File: src/rtl/uart_tx_arbiter.sv
// uart_tx_arbiter: round-robin, packet-locked sharing of one uart_tx among N_REQ byte requesters
module uart_tx_arbiter #(
   parameter int N_REQ        = 4,
   parameter int LOCK_TIMEOUT = 65535
) (
   input  logic               clk,
   input  logic               rst_n,
   input  logic [N_REQ-1:0]   req,
   input  logic [8*N_REQ-1:0] req_data,
   input  logic [N_REQ-1:0]   req_last,
   output logic [N_REQ-1:0]   ack,
   input  logic [2:0]         baud_cfg,
   output logic [2:0]         baud_set,
   output logic [7:0]         tx_din,
   output logic               tx_vld,
   input  logic               tx_busy,
   output logic [2:0]         grant_id,
   output logic               active,
   output logic               lock_timeout
);
   localparam int IW = $clog2(N_REQ);
   typedef enum logic [1:0] {IDLE, ISSUE, WAIT_DONE, LOCK_WAIT} state_t;
   state_t         state;
   logic           lock, any, issue;
   logic [IW-1:0]  g, last_grant, win, sel, idx;
   logic [15:0]    lock_cnt;
   always_comb begin
      win = '0;
      any = 1'b0;
      idx = '0;
      for (int i = N_REQ - 1; i >= 0; i--) begin
         idx = IW'((32'(last_grant) + 32'(i) + 32'd1) % N_REQ);
         if (req[idx]) begin
            win = idx;
            any = 1'b1;
         end
      end
   end
   assign sel      = (state == LOCK_WAIT) ? g : win;
   assign issue    = (state == IDLE && any && !tx_busy) || (state == LOCK_WAIT && req[g]);
   assign grant_id = 3'(g);
   // last_grant moves only on packet end, so a locked packet never loses its turn
   always_ff @(posedge clk or negedge rst_n) begin
      if (!rst_n) begin
         state        <= IDLE;
         lock         <= 1'b0;
         g            <= '0;
         last_grant   <= IW'(N_REQ - 1);
         lock_cnt     <= '0;
         ack          <= '0;
         baud_set     <= '0;
         tx_din       <= '0;
         tx_vld       <= 1'b0;
         active       <= 1'b0;
         lock_timeout <= 1'b0;
      end else begin
         ack          <= '0;
         tx_vld       <= 1'b0;
         lock_timeout <= 1'b0;
         if (issue) begin
            tx_din <= req_data[{sel, 3'b000} +: 8];
            g      <= sel;
            lock   <= ~req_last[sel];
            ack    <= N_REQ'(1) << sel;
            tx_vld <= 1'b1;
            active <= 1'b1;
            state  <= ISSUE;
            if (req_last[sel]) last_grant <= sel;
         end
         case (state)
            IDLE: if (!tx_busy) baud_set <= baud_cfg;
            ISSUE: state <= WAIT_DONE;
            WAIT_DONE: if (!tx_busy) begin
               active   <= 1'b0;
               lock_cnt <= '0;
               state    <= lock ? LOCK_WAIT : IDLE;
            end
            LOCK_WAIT: if (!issue) begin
               if (lock_cnt == 16'(LOCK_TIMEOUT - 1)) begin
                  lock_timeout <= 1'b1;
                  lock         <= 1'b0;
                  last_grant   <= g;
                  state        <= IDLE;
               end else begin
                  lock_cnt <= lock_cnt + 16'd1;
               end
            end
            default: state <= IDLE;
         endcase
      end
   end
endmodule
File: config.mk
export PLATFORM = sky130hd
export DESIGN_NAME = uart_tx_arbiter
export DESIGN_NICKNAME = d
export VERILOG_FILES = /design/src/rtl/uart_tx_arbiter.sv
export SDC_FILE = /design/constraint.sdc
export NUM_CORES = 1
export LEC_CHECK = 0
export ABC_AREA = 0
export BUFFER_PORTS_ARGS = -buffer_cell sky130_fd_sc_hd__buf_2
export CAP_MARGIN = 20
export CORE_ASPECT_RATIO = 0.8
export CORE_UTILIZATION = 45
export CTS_CLUSTER_SIZE = 40
export DETAILED_ROUTE_END_ITERATION = 12
export GPL_ROUTABILITY_DRIVEN = 1
export MAX_ROUTING_LAYER = met4
export PLACE_DENSITY = 0.74
export RECOVER_POWER = 100
export SLEW_MARGIN = 20
export SYNTH_ARGS = -nofsm -noshare
export SYNTH_HDL_FRONTEND = slang
export SYNTH_SLANG_ARGS = --single-unit
export TNS_END_PERCENT = 100
File: constraint.sdc
create_clock -name clk -period 1.9 [get_ports clk]
set_input_delay 0.475 -clock clk [delete_from_list [all_inputs] [get_ports clk]]
set_output_delay 0.475 -clock clk [all_outputs]
set_load 0.02 [all_outputs]
## Yosys cells after proc, flatten, opt, wreduce, memory -nomap -nowiden

Cells that the tools add are included.

- Bits in registers: 41
- Input bits: 46
- Output and inout bits: 21
- Word-level logic and storage cells: 92

- Add/sub/neg operators: 7
- $lt $le $gt $ge: 6
- Equality and inequality tests: 7
- Shift-type cells: 2
- Muxes and demuxes: 48
- Bitwise logic cells: 2
- Reduce and logical (&&, ||, !) cells: 9

Operators with widths:

| cell | count |
|---|---|
| two-way mux 16 bit | 3 |
| one-hot mux 16 bit (2 select lines) | 1 |
| indexed part select 32 x 6 -> 8 bit | 1 |
| two-way mux 2 bit | 15 |
| two-way mux 1 bit | 21 |
| less-than comparator 2 x 3 -> 1 bit (second input constant) | 6 |
| adder 16 x 1 -> 16 bit (second input constant) | 1 |
| == test 16 bit (second input constant) | 1 |
| binary-select mux 1 bit (select 2 bit) | 6 |
| adder 2 x 1 -> 2 bit (second input constant) | 4 |
| inequality test 2 bit (second input constant) | 3 |
| one-hot mux 2 bit (3 select lines) | 1 |
| adder 2 bit (second input constant) | 2 |
| == test 2 bit (second input constant) | 2 |
| two-way mux 4 bit | 1 |
| AND reduction 4 bit | 1 |
| left shift 1 x 2 -> 4 bit (first input constant) | 1 |
| logical AND 1 bit | 3 |
| == test 2 x 1 -> 1 bit (second input constant) | 1 |
| logical NOT 2 bit | 1 |
| inverter 1 bit | 2 |
| AND reduction 2 bit | 1 |
| nonzero test 2 bit | 1 |
| logical NOT 1 bit | 1 |
| logical OR 1 bit | 1 |

## Longest topological paths before layout

- Depth in word-level cells: 16
- Mapped depth: 9
- Mapped depth without buffers: 8

## Worst setup path before layout

OpenSTA, ideal clock, no wires.

- Path kind: reg-to-reg
- From: register g[0]
- To: register lock_cnt[15]
- Library setup time: 78 ps
- Arrival: 2,118 ps
- Data required time: 1,822 ps
- Setup slack: -296 ps
- Stages on the path, launching flop included: 7
- Path buffers: 0
- Clock period less this slack: 2,196 ps
- Cells stage by stage: dfrtp_1 mux4_2 a211oi_2 o211a_4 nand2_2 or3_1 a21oi_1

- Word-level cells in the longest chain between the ends: 6

Ends and longest elaborated chain:

| item | line | text |
|---|---|---|
| from (decl) | 25 | `logic [IW-1:0] g, last_grant, win, sel, idx;` |
| from (signal assigned) | 62 | `g <= sel;` |
| binary-select mux 1 bit (select 2 bit) | 40 | `assign issue = (state == IDLE && any && !tx_busy) \|\| (state == LOCK_WAIT && req[g]);` |
| two-way mux 1 bit (not written as such) | 40 |  |
| logical AND 1 bit | 40 |  |
| logical OR 1 bit | 40 |  |
| inequality test 2 bit (no source line) | - |  |
| AND reduction 4 bit (no source line) | - |  |
| to (signal assigned) | 85 | `lock_cnt <= lock_cnt + 16'd1;` |
| to (decl) | 26 | `logic [15:0] lock_cnt;` |

No other way between the ends. The select of a mux whose other input is x is not followed.
A chain may end at the register's enable or synchronous reset.

## Worst setup path after layout

- From: register last_grant[0]
- To: register tx_din[3]

- Word-level cells in the longest chain between the ends: 11
- Elaborated cells on any way between the ends: 27
- Classes of those cells: 6 x add/sub; 1 x shift; 17 x mux; 3 x reduce/logical

Ends and longest elaborated chain:

| item | line | text |
|---|---|---|
| from (decl) | 25 |  |
| from (signal assigned) | 48 | `last_grant <= IW'(N_REQ - 1);` |
| from (signal assigned) | 68 | `if (req_last[sel]) last_grant <= sel;` |
| from (signal assigned) | 82 | `last_grant <= g;` |
| parallel branches: the longest is 11 deep, another holds adder 2 bit | - |  |
| to (signal assigned) | 61 | `tx_din <= req_data[{sel, 3'b000} +: 8];` |
| to (decl) | 14 | `output logic [7:0] tx_din,` |

Several ways; the timed one is not identified. The select of a mux whose other input is x is not followed.

==> run summary <==
## Synthesis
- sky130_fd_sc_hd__dfrtp_1 — Main synth FF type
- 48 — count of unique library cells instantiated by Yosys
- 9.53 sq um — per-instance average area after synthesis
- 44.6% — register area share after synthesis
- 0 — number of synthesized flops with an enable pin
- 41 — flops & latches, synth
- 242 — number of instances in the synthesized netlist
- 0 — synth warn
- 0.00231 sq mm — Netlist Area Pre-Place
- 100% — share of synthesized registers carrying an async set or reset
- 290 — synthesized net count

## Floorplanning
- 0.00476 sq mm — core region area
- 82.1 um — die width
- 22 — number of placement rows
- 66.0 um — Die Height
- 67 — number of top-level pins
- 0.00542 sq mm — overall die area
- 48.4% — Starting Density

## Clock tree
- sky130_fd_sc_hd__clkbuf_8 — clock root buffer
- 0 — cts-stage hold buffer count
- 0.30 ns — source-to-sink clock delay at the later pin of the worst-skew pair
- done — CTS tree
- 5 — total CTS buffers
- 0.09 ns — clk slew on worst S/H paths
- 2 — Max Buffers Root-to-Sink
- 41 — clk sinks
- 2 — CTS HTree Levels

## STA
- 1.01 ns — slew at the pin closest to its max-slew limit
- 0.0125 ns — largest clock skew in the final design
- 0 — Slew Limit Fails
- 32.9% — worst rel slew slack
- 0 — number of hold violations in the final report
- -0.210 ns — Worst Setup Slack, final
- 0.321 ns — worst hold margin
- yes — setup repair after global routing missed its margin
- 111% — Final Cycle Share
- 2.11 ns — post-route minimum period
- -3.84 ns — final sum of negative setup slack
- 474 MHz — timing-limited maximum frequency
- 34 — final setup violation count

## GRT
- 0 — initial antenna violation count
- 31.6% — total global-route track usage
- 2,475 — vias in the first global route
- 0 — total congestion overflow after global routing
- 12,200 um — first-pass GRT wire length
- 25 — largest net degree at the start of global routing

## Route
- 155 — violation count after the first detailed-routing iteration
- 17.5 um — WL/cell
- 2,448 — vias post-DR
- 0 — number of nets with antenna violations after detailed routing
- 0 — DRC
- 7460 um — total detailed-routing wirelength
- 4 — Pre-antenna DRT Iters
- 5.75 — Via density

## Critical path
- register — sort of element at the end of the critical path
- last_grant[0] — r2r startpoint
- compound AO/OA/AOI/OAI gates — cell class contributing the biggest share of worst-path delay
- 3 — Worst Path Buf+Inv
- register — type of element launching the critical path
- 2.07 ns — Crit path required time
- tx_din[3] — Worst R2R End
- 13 — Max FO, Critical Path
- 7 — worst r2r path cells
- inv_1 -> a311oi_2 -> a22oi_2 -> bufbuf_16 -> buf_4 -> a2111oi_2 -> a211oi_1 — crit path cell chain
- sky130_fd_sc_hd__dfstp_2 — Critical Path Slowest Stage Cell
- 2.28 ns — worst path arrival time
- register to register — class of the most critical setup path
- -0.21 ns — worst reg-to-reg setup slack
- 0.57 ns — longest individual stage delay on the worst path

## Layout
- 317 — count of filler cells inserted in the layout
- 57.2% — area grow syn2layout
- 76.2% — Layout Utilization
- 413 — number of nets in the final layout
- 0 — Diodes inserted
- 47.5% — layout cell share with drive strength beyond 1

## Power
- 1.09 mV — maximum vdd ir drop
- 1470 mW/mm^2 — Pwr Density
- 1.64 nW — total leakage power
- 0.00534 W — final total power

## Run status
- complete, but fails checks — result of the run
- setup timing — failing checks

## Job
- 0 — MaxCap Viol Count

## Place
- 4610 um — Final HPWL DP
- 0.836 — final estimated routing congestion in global placement
- 65 — IO buf count

## Worst hold path
- input pin to async pin — Hold/Removal Path Class

[logic make-up (layout without fill, tap and decap cells)]
kind of cell | Yosys count | count (layout) | share of synthesized area (%)
AND/OR/NAND/NOR | 106 | 106 | 23.1
AO/OA/AOI/OAI | 52 | 52 | 16.9
flip-flops | 41 | 41 | 44.6
multiplexers | 15 | 15 | 7.27
buffers and inverters | 14 | 138 | 2.77
XOR/XNOR | 11 | 11 | 4.18
adder cells (fa/ha/maj) | 2 | 2 | 1.08
other | 1 | 1 | 0.163
[worst max-delay path by stage]
| stage | cells past startpoint | to | start |
|---|---|---|---|
| 2_1_floorplan | 6 | lock_cnt[8] | g[0] |
| 3_3_place_gp | 7 | lock_cnt[6] | req[3] |
| 3_5_place_dp | 7 | lock_cnt[8] | req[3] |
| 4_1_cts | 6 | lock_cnt[15] | g[0] |
| 5_1_grt | 7 | lock_cnt[6] | g[0] |
| 6_report | 7 | tx_din[3] | last_grant[0] |
[Yosys cell counts, types with 2 or more instances]
| cell | n | area, sq um |
|---|---|---|
| sky130_fd_sc_hd__a2111oi_0 | 9 | 78.8 |
| sky130_fd_sc_hd__a211oi_1 | 9 | 67.6 |
| sky130_fd_sc_hd__a21oi_1 | 7 | 35.0 |
| sky130_fd_sc_hd__a22oi_1 | 2 | 15.0 |
| sky130_fd_sc_hd__and2_1 | 5 | 31.3 |
| sky130_fd_sc_hd__and2_2 | 2 | 15.0 |
| sky130_fd_sc_hd__and4_1 | 2 | 17.5 |
| sky130_fd_sc_hd__buf_2 | 6 | 30.0 |
| sky130_fd_sc_hd__clkbuf_1 | 2 | 7.51 |
| sky130_fd_sc_hd__dfrtp_1 | 39 | 976 |
| sky130_fd_sc_hd__dfstp_2 | 2 | 52.6 |
| sky130_fd_sc_hd__ha_1 | 2 | 25.0 |
| sky130_fd_sc_hd__inv_1 | 3 | 11.3 |
| sky130_fd_sc_hd__mux2_2 | 4 | 45.0 |
| sky130_fd_sc_hd__mux2i_1 | 10 | 100 |
| sky130_fd_sc_hd__nand2_1 | 14 | 52.6 |
| sky130_fd_sc_hd__nand2_2 | 2 | 12.5 |
| sky130_fd_sc_hd__nand2b_1 | 2 | 12.5 |
| sky130_fd_sc_hd__nand3_1 | 11 | 55.1 |
| sky130_fd_sc_hd__nand4_1 | 5 | 31.3 |
| sky130_fd_sc_hd__nor2_1 | 35 | 131 |
| sky130_fd_sc_hd__nor2b_1 | 10 | 62.6 |
| sky130_fd_sc_hd__nor3_1 | 8 | 40.0 |
| sky130_fd_sc_hd__nor3b_1 | 2 | 15.0 |
| sky130_fd_sc_hd__o211ai_1 | 2 | 15.0 |
| sky130_fd_sc_hd__o21a_1 | 4 | 30.0 |
| sky130_fd_sc_hd__o21ai_0 | 10 | 50.1 |
| sky130_fd_sc_hd__or3_1 | 4 | 25.0 |
| sky130_fd_sc_hd__xnor2_1 | 6 | 52.6 |
| sky130_fd_sc_hd__xor2_1 | 5 | 43.8 |
[area by class of cell]
type	count	area (sq um)	area share [%]
Timing Repair Buffer	126	847	23.4
Clock inverter	1	7.51	0.207
Sequential cell	41	1030	28.4
Tap cell	60	75.1	2.07
Inverter	4	20.0	0.552
Clock buffer	7	86.3	2.38
Multi-Input combinational cell	187	1560	43.0
[routing by layer]
metal	GRT usage (%)	wire length, um	share of wire (%)
met5	-	0	0
met2	48.0	3540	47
met3	6.62	442	5.9
met1	40.5	3180	43
met4	14.3	303	4.1
[sequential cells by signal (all words and copies together) (netlist names)]
name and flops:
ack 4, active 1, baud_set 3, g 2
last_grant 2, lock 1, lock_cnt 16, lock_timeout 1
state 2, tx_din 8, tx_vld 1
[power breakdown]
| part | internal (W) | switching [W] | total [W] |
|---|---|---|---|
| combinational | 0.00155 | 0.00180 | 0.00336 |
| sequential | 0.00116 | 0.000211 | 0.00137 |
| clock | 0.000296 | 0.000313 | 0.000609 |
| total | 0.00301 | 0.00233 | 0.00534 |
[metrics by stage]
stage,std cells,worst slack (ns),cell area [sq um]
global placement,409,-0.356,3100
finish,426,-0.210,3630
global route,426,-0.285,3630
floorplan,242,-0.144,2340
detailed placement,409,-0.442,3100
CTS,423,-0.163,3580
[layout by cell type (no fill, tap or decap), drive strengths merged, types with 10 or more instances in the layout]
| master | instances |
|---|---|
| a211oi | 10 |
| buf | 102 |
| o21ai | 10 |
| dfrtp | 39 |
| mux2i | 10 |
| nor2 | 35 |
| nor2b | 10 |
| nand2 | 16 |
| clkbuf | 30 |
| nand3 | 11 |
[repair_timing]
action                     in CTS  in global routing
gates cloned                    1                  0
setup endpoints to repair      28                 34
pin swaps                      20                 17
resized for setup              67                 17
setup buffers                   5                  3
Note: power is estimated with default switching activity, not from simulation.
